[src/rtl/pipeline_ctrl_pkg.sv]
// Shared definitions for the MiniMIPS32 pipeline control block:
// stall bus width, stop/go levels, stage indices, FSM state encoding and
// the prefix-encoding helper used to build the stall bus.
package pipeline_ctrl_pkg;

    localparam int STALL_BUS = 5;

    localparam logic STOP   = 1'b1;
    localparam logic NOSTOP = 1'b0;

    localparam int STAGE_PC  = 0;
    localparam int STAGE_IF  = 1;
    localparam int STAGE_ID  = 2;
    localparam int STAGE_EXE = 3;
    localparam int STAGE_MEM = 4;

    typedef enum logic [1:0] {
        ST_RUN   = 2'b00,
        ST_DRAIN = 2'b01,
        ST_FLUSH = 2'b10
    } ctrl_state_e;

    // A stall raised by stage k freezes that stage and everything upstream of it.
    function automatic logic [STALL_BUS-1:0] stall_prefix(input int stage);
        logic [STALL_BUS-1:0] v;
        v = {STALL_BUS{NOSTOP}};
        for (int i = 0; i < STALL_BUS; i++) begin
            if (i <= stage) begin
                v[i] = STOP;
            end else begin
                v[i] = NOSTOP;
            end
        end
        return v;
    endfunction

endpackage

[src/rtl/pipeline_ctrl_watchdog.sv]
// Stall watchdog: counts consecutive cycles with the PC frozen and raises a
// sticky timeout flag once the count reaches WDOG_MAX. Only reset clears it.
module stall_watchdog #(
    parameter int WDOG_MAX = 1024,
    parameter int WDOG_W   = 11
) (
    input  logic cpu_clk_50M,
    input  logic cpu_rst,
    input  logic stall_pc,
    output logic stall_timeout
);

    localparam logic [WDOG_W-1:0] CNT_MAX  = WDOG_W'(WDOG_MAX);
    localparam logic [WDOG_W-1:0] CNT_ONE  = WDOG_W'(1);
    localparam logic [WDOG_W-1:0] CNT_ZERO = WDOG_W'(0);

    logic [WDOG_W-1:0] cnt_r;
    logic              timeout_r;

    // Consecutive-stall counter, saturating at WDOG_MAX, cleared when the PC moves.
    always_ff @(posedge cpu_clk_50M or posedge cpu_rst) begin
        if (cpu_rst) begin
            cnt_r <= CNT_ZERO;
        end else if (!stall_pc) begin
            cnt_r <= CNT_ZERO;
        end else if (cnt_r < CNT_MAX) begin
            cnt_r <= cnt_r + CNT_ONE;
        end else begin
            cnt_r <= cnt_r;
        end
    end

    // Sticky flag: set on the edge where the counter reaches WDOG_MAX.
    always_ff @(posedge cpu_clk_50M or posedge cpu_rst) begin
        if (cpu_rst) begin
            timeout_r <= 1'b0;
        end else if (stall_pc && (cnt_r >= (CNT_MAX - CNT_ONE))) begin
            timeout_r <= 1'b1;
        end else begin
            timeout_r <= timeout_r;
        end
    end

    assign stall_timeout = timeout_r;

endmodule

[src/rtl/pipeline_ctrl.sv]
// Central stall/flush scheduler for the 5-stage MiniMIPS32 pipeline.
// Merges stage stall requests into the prefix-encoded stall bus, waits for
// outstanding AXI transactions before flushing on an exception, and issues
// a single flush pulse together with the PC redirect.
module pipeline_ctrl
    import pipeline_ctrl_pkg::*;
#(
    parameter int WDOG_MAX = 1024,
    parameter int WDOG_W   = 11
) (
    input  logic                 cpu_clk_50M,
    input  logic                 cpu_rst,
    input  logic                 stallreq_if,
    input  logic                 stallreq_id,
    input  logic                 stallreq_exe,
    input  logic                 stallreq_mem,
    input  logic                 exc_req,
    input  logic [31:0]          exc_target,
    input  logic                 axi_inst_busy,
    input  logic                 axi_data_busy,
    output logic [STALL_BUS-1:0] stall,
    output logic                 flush,
    output logic                 redirect_en,
    output logic [31:0]          redirect_pc,
    output logic                 stall_timeout
);

    ctrl_state_e          state_r;
    ctrl_state_e          next_state_s;
    logic [STALL_BUS-1:0] stall_s;
    logic                 axi_busy_s;
    logic [31:0]          target_r;
    logic [31:0]          flush_pc_s;
    logic                 flush_r;
    logic                 redirect_en_r;
    logic [31:0]          redirect_pc_r;

    assign axi_busy_s = axi_inst_busy | axi_data_busy;

    // Next-state and stall-bus decode; the stall bus has no register stage.
    always_comb begin
        stall_s      = {STALL_BUS{NOSTOP}};
        next_state_s = state_r;
        flush_pc_s   = target_r;
        case (state_r)
            ST_RUN: begin
                if (stallreq_mem) begin
                    stall_s = stall_prefix(STAGE_MEM);
                end else if (stallreq_exe) begin
                    stall_s = stall_prefix(STAGE_EXE);
                end else if (stallreq_id) begin
                    stall_s = stall_prefix(STAGE_ID);
                end else if (stallreq_if) begin
                    stall_s = stall_prefix(STAGE_IF);
                end else begin
                    stall_s = {STALL_BUS{NOSTOP}};
                end
                // A direct RUN->FLUSH jump has not latched the target yet.
                flush_pc_s = exc_target;
                if (exc_req) begin
                    if (axi_busy_s) begin
                        next_state_s = ST_DRAIN;
                    end else begin
                        next_state_s = ST_FLUSH;
                    end
                end else begin
                    next_state_s = ST_RUN;
                end
            end
            ST_DRAIN: begin
                stall_s = {STALL_BUS{STOP}};
                if (!axi_busy_s) begin
                    next_state_s = ST_FLUSH;
                end else begin
                    next_state_s = ST_DRAIN;
                end
            end
            ST_FLUSH: begin
                stall_s      = {STALL_BUS{NOSTOP}};
                next_state_s = ST_RUN;
            end
            default: begin
                stall_s      = {STALL_BUS{NOSTOP}};
                next_state_s = ST_RUN;
            end
        endcase
    end

    // State register.
    always_ff @(posedge cpu_clk_50M or posedge cpu_rst) begin
        if (cpu_rst) begin
            state_r <= ST_RUN;
        end else begin
            state_r <= next_state_s;
        end
    end

    // Capture the handler address when an exception is accepted in RUN;
    // later requests while draining must not overwrite it.
    always_ff @(posedge cpu_clk_50M or posedge cpu_rst) begin
        if (cpu_rst) begin
            target_r <= 32'h0000_0000;
        end else if ((state_r == ST_RUN) && exc_req) begin
            target_r <= exc_target;
        end else begin
            target_r <= target_r;
        end
    end

    // Registered flush pulse and redirect, asserted for the single FLUSH cycle.
    always_ff @(posedge cpu_clk_50M or posedge cpu_rst) begin
        if (cpu_rst) begin
            flush_r       <= 1'b0;
            redirect_en_r <= 1'b0;
            redirect_pc_r <= 32'h0000_0000;
        end else if (next_state_s == ST_FLUSH) begin
            flush_r       <= 1'b1;
            redirect_en_r <= 1'b1;
            redirect_pc_r <= flush_pc_s;
        end else begin
            flush_r       <= 1'b0;
            redirect_en_r <= 1'b0;
            redirect_pc_r <= redirect_pc_r;
        end
    end

    stall_watchdog #(
        .WDOG_MAX (WDOG_MAX),
        .WDOG_W   (WDOG_W)
    ) u_stall_watchdog (
        .cpu_clk_50M   (cpu_clk_50M),
        .cpu_rst       (cpu_rst),
        .stall_pc      (stall_s[STAGE_PC]),
        .stall_timeout (stall_timeout)
    );

    assign stall       = stall_s;
    assign flush       = flush_r;
    assign redirect_en = redirect_en_r;
    assign redirect_pc = redirect_pc_r;

endmodule

[config.mk]
export PLATFORM = sky130hd
export DESIGN_NAME = pipeline_ctrl
export DESIGN_NICKNAME = d
export VERILOG_FILES = /design/src/rtl/pipeline_ctrl_pkg.sv /design/src/rtl/pipeline_ctrl_watchdog.sv /design/src/rtl/pipeline_ctrl.sv
export SDC_FILE = /design/constraint.sdc
export NUM_CORES = 1
export LEC_CHECK = 0
export BUFFER_PORTS_ARGS = -buffer_cell sky130_fd_sc_hd__buf_2
export CAP_MARGIN = 20
export CORE_ASPECT_RATIO = 2
export CORE_MARGIN = 2
export CORE_UTILIZATION = 45
export DETAILED_ROUTE_END_ITERATION = 10
export MAX_ROUTING_LAYER = met4
export PLACE_DENSITY = 0.68
export SETUP_SLACK_MARGIN = 0.02
export SLEW_MARGIN = 20
export SYNTH_ARGS = -nofsm -noshare
export SYNTH_HDL_FRONTEND = slang
export SYNTH_HIERARCHICAL = 1
export SYNTH_SLANG_ARGS = --single-unit
[constraint.sdc]
create_clock -name cpu_clk_50M -period 2.2 [get_ports cpu_clk_50M]
set_clock_uncertainty 0.05 [all_clocks]
set_input_delay 0.22 -clock cpu_clk_50M [delete_from_list [all_inputs] [get_ports cpu_clk_50M]]
set_output_delay 0.22 -clock cpu_clk_50M [all_outputs]
set_load 0.05 [all_outputs]
==> results <==
- The flow ran to the end, and the final reports show no timing, DRC or antenna violations.
- Buffers added to address setup during post-CTS repair amount to 0.
- The placer's final routability congestion estimate is roughly 0.73.
- Across all layers, the routed design uses 2260 vias.
- The endpoint type of the worst setup path is an output port.
- The number of nets in the final layout is around 380.
- Derived from the worst setup path, the maximum achievable clock frequency is approximately 550 MHz.
- For this design the static power due to leakage is 2.09 nW.
- The path class of the tightest hold or removal check is primary input to register.
- The slack of the worst reg-to-reg path is 550 ps.
- Setup repair after global routing left no endpoint under its margin.
- The minimum clock period after layout is about 1800 ps.
- Fill cells in the final layout number 692.
- The number of synthesized register bits is 79.
- The number of cell rows is 46.
- The fraction of layout instances using a drive strength above 1 is between 60% and 70%.
- The post-synthesis cell area is 3720 sq um.
- The arrival time of the worst setup path is roughly 1500 ps.
- The startpoint of the most critical setup path is state_r[1].
- The count of different cell masters after synthesis is 35.
- The signed area change from the synthesized netlist to the final layout is 20.0%.
- The worst setup path endpoint is stall[1].
- TritonCTS built the clock tree.
- The overall die width is ~68 microns.
- The worst endpoint required time is slightly below 2000 ps.
- Prior to clock tree synthesis, the placed netlist has a worst setup slack of 525 ps.
- The total DRC errors in the routed layout is 0.
- The setup TNS after final layout is 0 ps.
- The clock net in this run drives a total of 79 sinks.
- The first global-routing pass estimated 11800 microns of wire.
- Power spread over the standard cell area amounts to around 1200 nW/um^2.
- The total placed cells including tap cells is between 400 and 500.
- The die is 133 microns tall.
- For this run, the number of Yosys warnings is 6.
- The share of total power in the clock network is 23.8%.
- The buffer depth of the longest clock path is 2.
- After synthesis, flip-flops and latches occupy 53.2% of the total area.
- The ratio of routed vias to standard cells is a little over 5.
- The core outline area is between 8000 and 9000 sq um.
- The cell-internal power is about 0.0035 W.
- Headroom to the max-slew limit came out at between 60% and 70%.
- The global route total overflow is 0.
- The critical path crosses 3 cells after its start point.
- The iteration-0 DRC count of the detailed router is around 120.
- The type of element launching the critical path is a register.
- Traced cell by cell, the critical path runs through o21bai_1, o21ai_1, buf_2.
- Net switching is between 30% and 40% of the power.
- The CTS buffer count is 9.
- In this run the critical register-to-register path is launched from state_r[1].
- IR analysis of the VDD net gives a maximum drop of 0.000564 V.
- The worst setup path is of the register to output port kind.
- The number of global-route vias before repair was 2461.
- The cell with the largest stage delay on the worst path is dfrtp_1.
- The post-CTS clock slew at the launch and capture registers of the worst setup and hold paths is ~60 ps.
- The slack of the critical path is approximately 390 ps.
- The power share of the sequential group is between 30% and 40%.
- The initial utilization of the core area, before any placement, comes to 46.5%.
- The startpoint identified for the worst hold timing path is exc_target[7].
- The H-tree was split into 3 levels.
- The final HPWL from detailed placement is roughly 4900 microns.
- After layout, the worst path uses around 82% of the clock period.
- The pin count of the biggest net entering global routing is 38.
- The largest fanout on the critical path is 6.
- The reg-to-reg endpoint is redirect_pc[18].
- Clock latency on the worst-skew pair, taken at its later pin, is 330 ps.
- The number of iterations in the first detailed-routing pass is 4.
- Setup violations remaining at the end of the flow were counted as 0.
- Synthesis produced 248 cells.
- Input and output buffers added on the ports amount to 80.
- The count of antenna-violating nets left after detailed routing is 0.
- The initial antenna violation count is 0.
- A synthesized cell averages 15.0 sq um.
- The delay contributed by the slowest stage of the critical path is between 400 and 500 ps.
- After detailed routing, the average wire length per cell comes to between 15 and 20 microns.
- The count of buffering cells on the critical path with inverters included is 1.
- The total count of max-transition violations in the final report was 0.
- The number of placed I/O pins is 81.
- In the global route stage, overall resource usage came out at ~18%.
- The number of antenna repair diodes is 0.
- The analysis attributes to net switching a power of 0.00210 W.
- The finished layout holds ~440 standard cells, fillers aside.
- The number of max-cap violations is 0.
- The die area is 9050 sq um.
- The pin slew with the least headroom to its limit is ~480 ps.
- Clock tree synthesis selected as its root buffer the cell clkbuf_16.
- The top cell family by delay on the critical path is flip-flops.
- The final count of hold timing violations is 0.
- Counting every net in the synthesized netlist gives 290.
- The overall routed net length is just over 7000 microns.
- The cell count of the worst reg-to-reg path is 4.
- Per report_power, the combinational group accounts for between 30% and 40% of the total.
metrics by stage:
step | instance area (sq um) | hold slack [ps] | util [%] | total power [W]
floorplan | 3720 | 34.7 | - | 0.00380
global placement | 4190 | 227 | 52.4 | 0.00422
detailed placement | 4190 | 231 | 52.4 | 0.00428
CTS | 4460 | 66.5 | 55.8 | 0.00563
global route | 4460 | 75.0 | 55.8 | 0.00585
finish | 4460 | 80.8 | 55.8 | 0.00556
cells in the mapped netlist (all sizes together):
library cell | number | area (sq um)
o31ai | 3 | 22.5
nand2 | 4 | 15.0
dfrtp | 79 | 1980
mux2 | 96 | 1210
a21oi | 6 | 30.0
buf | 11 | 116
o21bai | 2 | 26.3
nand4 | 2 | 18.8
o21ai | 6 | 30.0
clkbuf | 2 | 17.5
nor4 | 1 | 6.26
nand3b | 1 | 7.51
nor3 | 3 | 26.3
xor2 | 3 | 26.3
or4 | 2 | 15.0
inv | 6 | 22.5
mux2i | 1 | 10.0
nor2 | 9 | 41.3
nand4b | 2 | 32.5
nor2b | 1 | 6.26
or3b | 1 | 8.76
xnor2 | 1 | 8.76
ha | 1 | 12.5
nand3 | 1 | 5.00
or3 | 3 | 21.3
and2 | 1 | 6.26
cell usage in the layout (no fill, tap or decap), types with 2 or more instances in the layout:
cell type,n
o31ai_1,3
clkbuf_1,4
inv_1,5
nor3_1,2
mux2_4,34
or3_2,2
buf_4,6
buf_12,2
dfrtp_1,79
clkbuf_16,9
mux2_2,62
nor2_1,8
xor2_1,3
a21oi_1,6
buf_2,80
nand2_1,4
o21ai_0,5
or4_1,2
repair_timing:
action	CTS	global route
endpoints found under the setup margin	0	0
hold endpoints to repair	79	0
hold buffers	1	0
gates resized for setup	0	0
logic make-up after synthesis:
group,after synthesis,synth area share [%]
buffers and inverters,19,4.21
AO/OA/AOI/OAI,17,2.93
flip-flops,79,53.2
multiplexers,97,32.8
adder cells (fa/ha/maj),1,0.336
XOR/XNOR,4,0.942
AND/OR/NAND/NOR,31,5.65
per-layer routing:
layer	wire length [microns]	up-vias	track usage [%]
li1	-	1054	-
met1	2780	1142	20.0
met2	3860	54	29.7
met3	300	10	3.91
met4	143	0	8.89
met5	0	-	-
how the worst min path moves through the flow:
stage                                     end  slack, ps  depth (start not counted)
floorplan           u_stall_watchdog/cnt_r[0]         30                          1
global placement    u_stall_watchdog/cnt_r[7]        230                          2
detailed placement  u_stall_watchdog/cnt_r[5]        230                          2
CTS                              target_r[26]         70                          2
global route                     target_r[18]         70                          2
finish                            target_r[7]         80                          2
power by group through the flow:
stage	sequential [W]	clock [W]	combinational (W)
6_report	0.00215	0.00132	0.00209
2_1_floorplan	0.00294	0	0.000864
4_1_cts	0.00216	0.00136	0.00211
3_3_place_gp	0.00216	0	0.00206
5_1_grt	0.00221	0.00143	0.00221
3_5_place_dp	0.00217	0	0.00211
registers in the layout (all words and copies together) (netlist names):
register / count
redirect_pc: 32
target_r: 32
u_stall_watchdog/cnt_r: 11
state_r: 2
redirect_en: 1
u_stall_watchdog/stall_timeout: 1
cell type report:
| cell class | count | area [sq um] | area share (%) |
|---|---|---|---|
| well taps | 96 | 120 | 2.69 |
| repair buffers | 89 | 495 | 11.1 |
| clock buffers | 14 | 254 | 5.69 |
| clock inverters | 1 | 5.00 | 0.112 |
| flip-flops and latches | 79 | 1980 | 44.3 |
| multi-input cells | 150 | 1590 | 35.6 |
| inverters | 6 | 22.5 | 0.505 |
worst register-to-register path, delay by kind of cell, from the launching register on:
family | cells | cell delay (ps)
DFF | 1 | 440
muxes | 2 | 630
and+or+nand+nor | 1 | 150
buffers and inverters | 1 | 270
No activity file was read; power rests on OpenSTA's default activity.
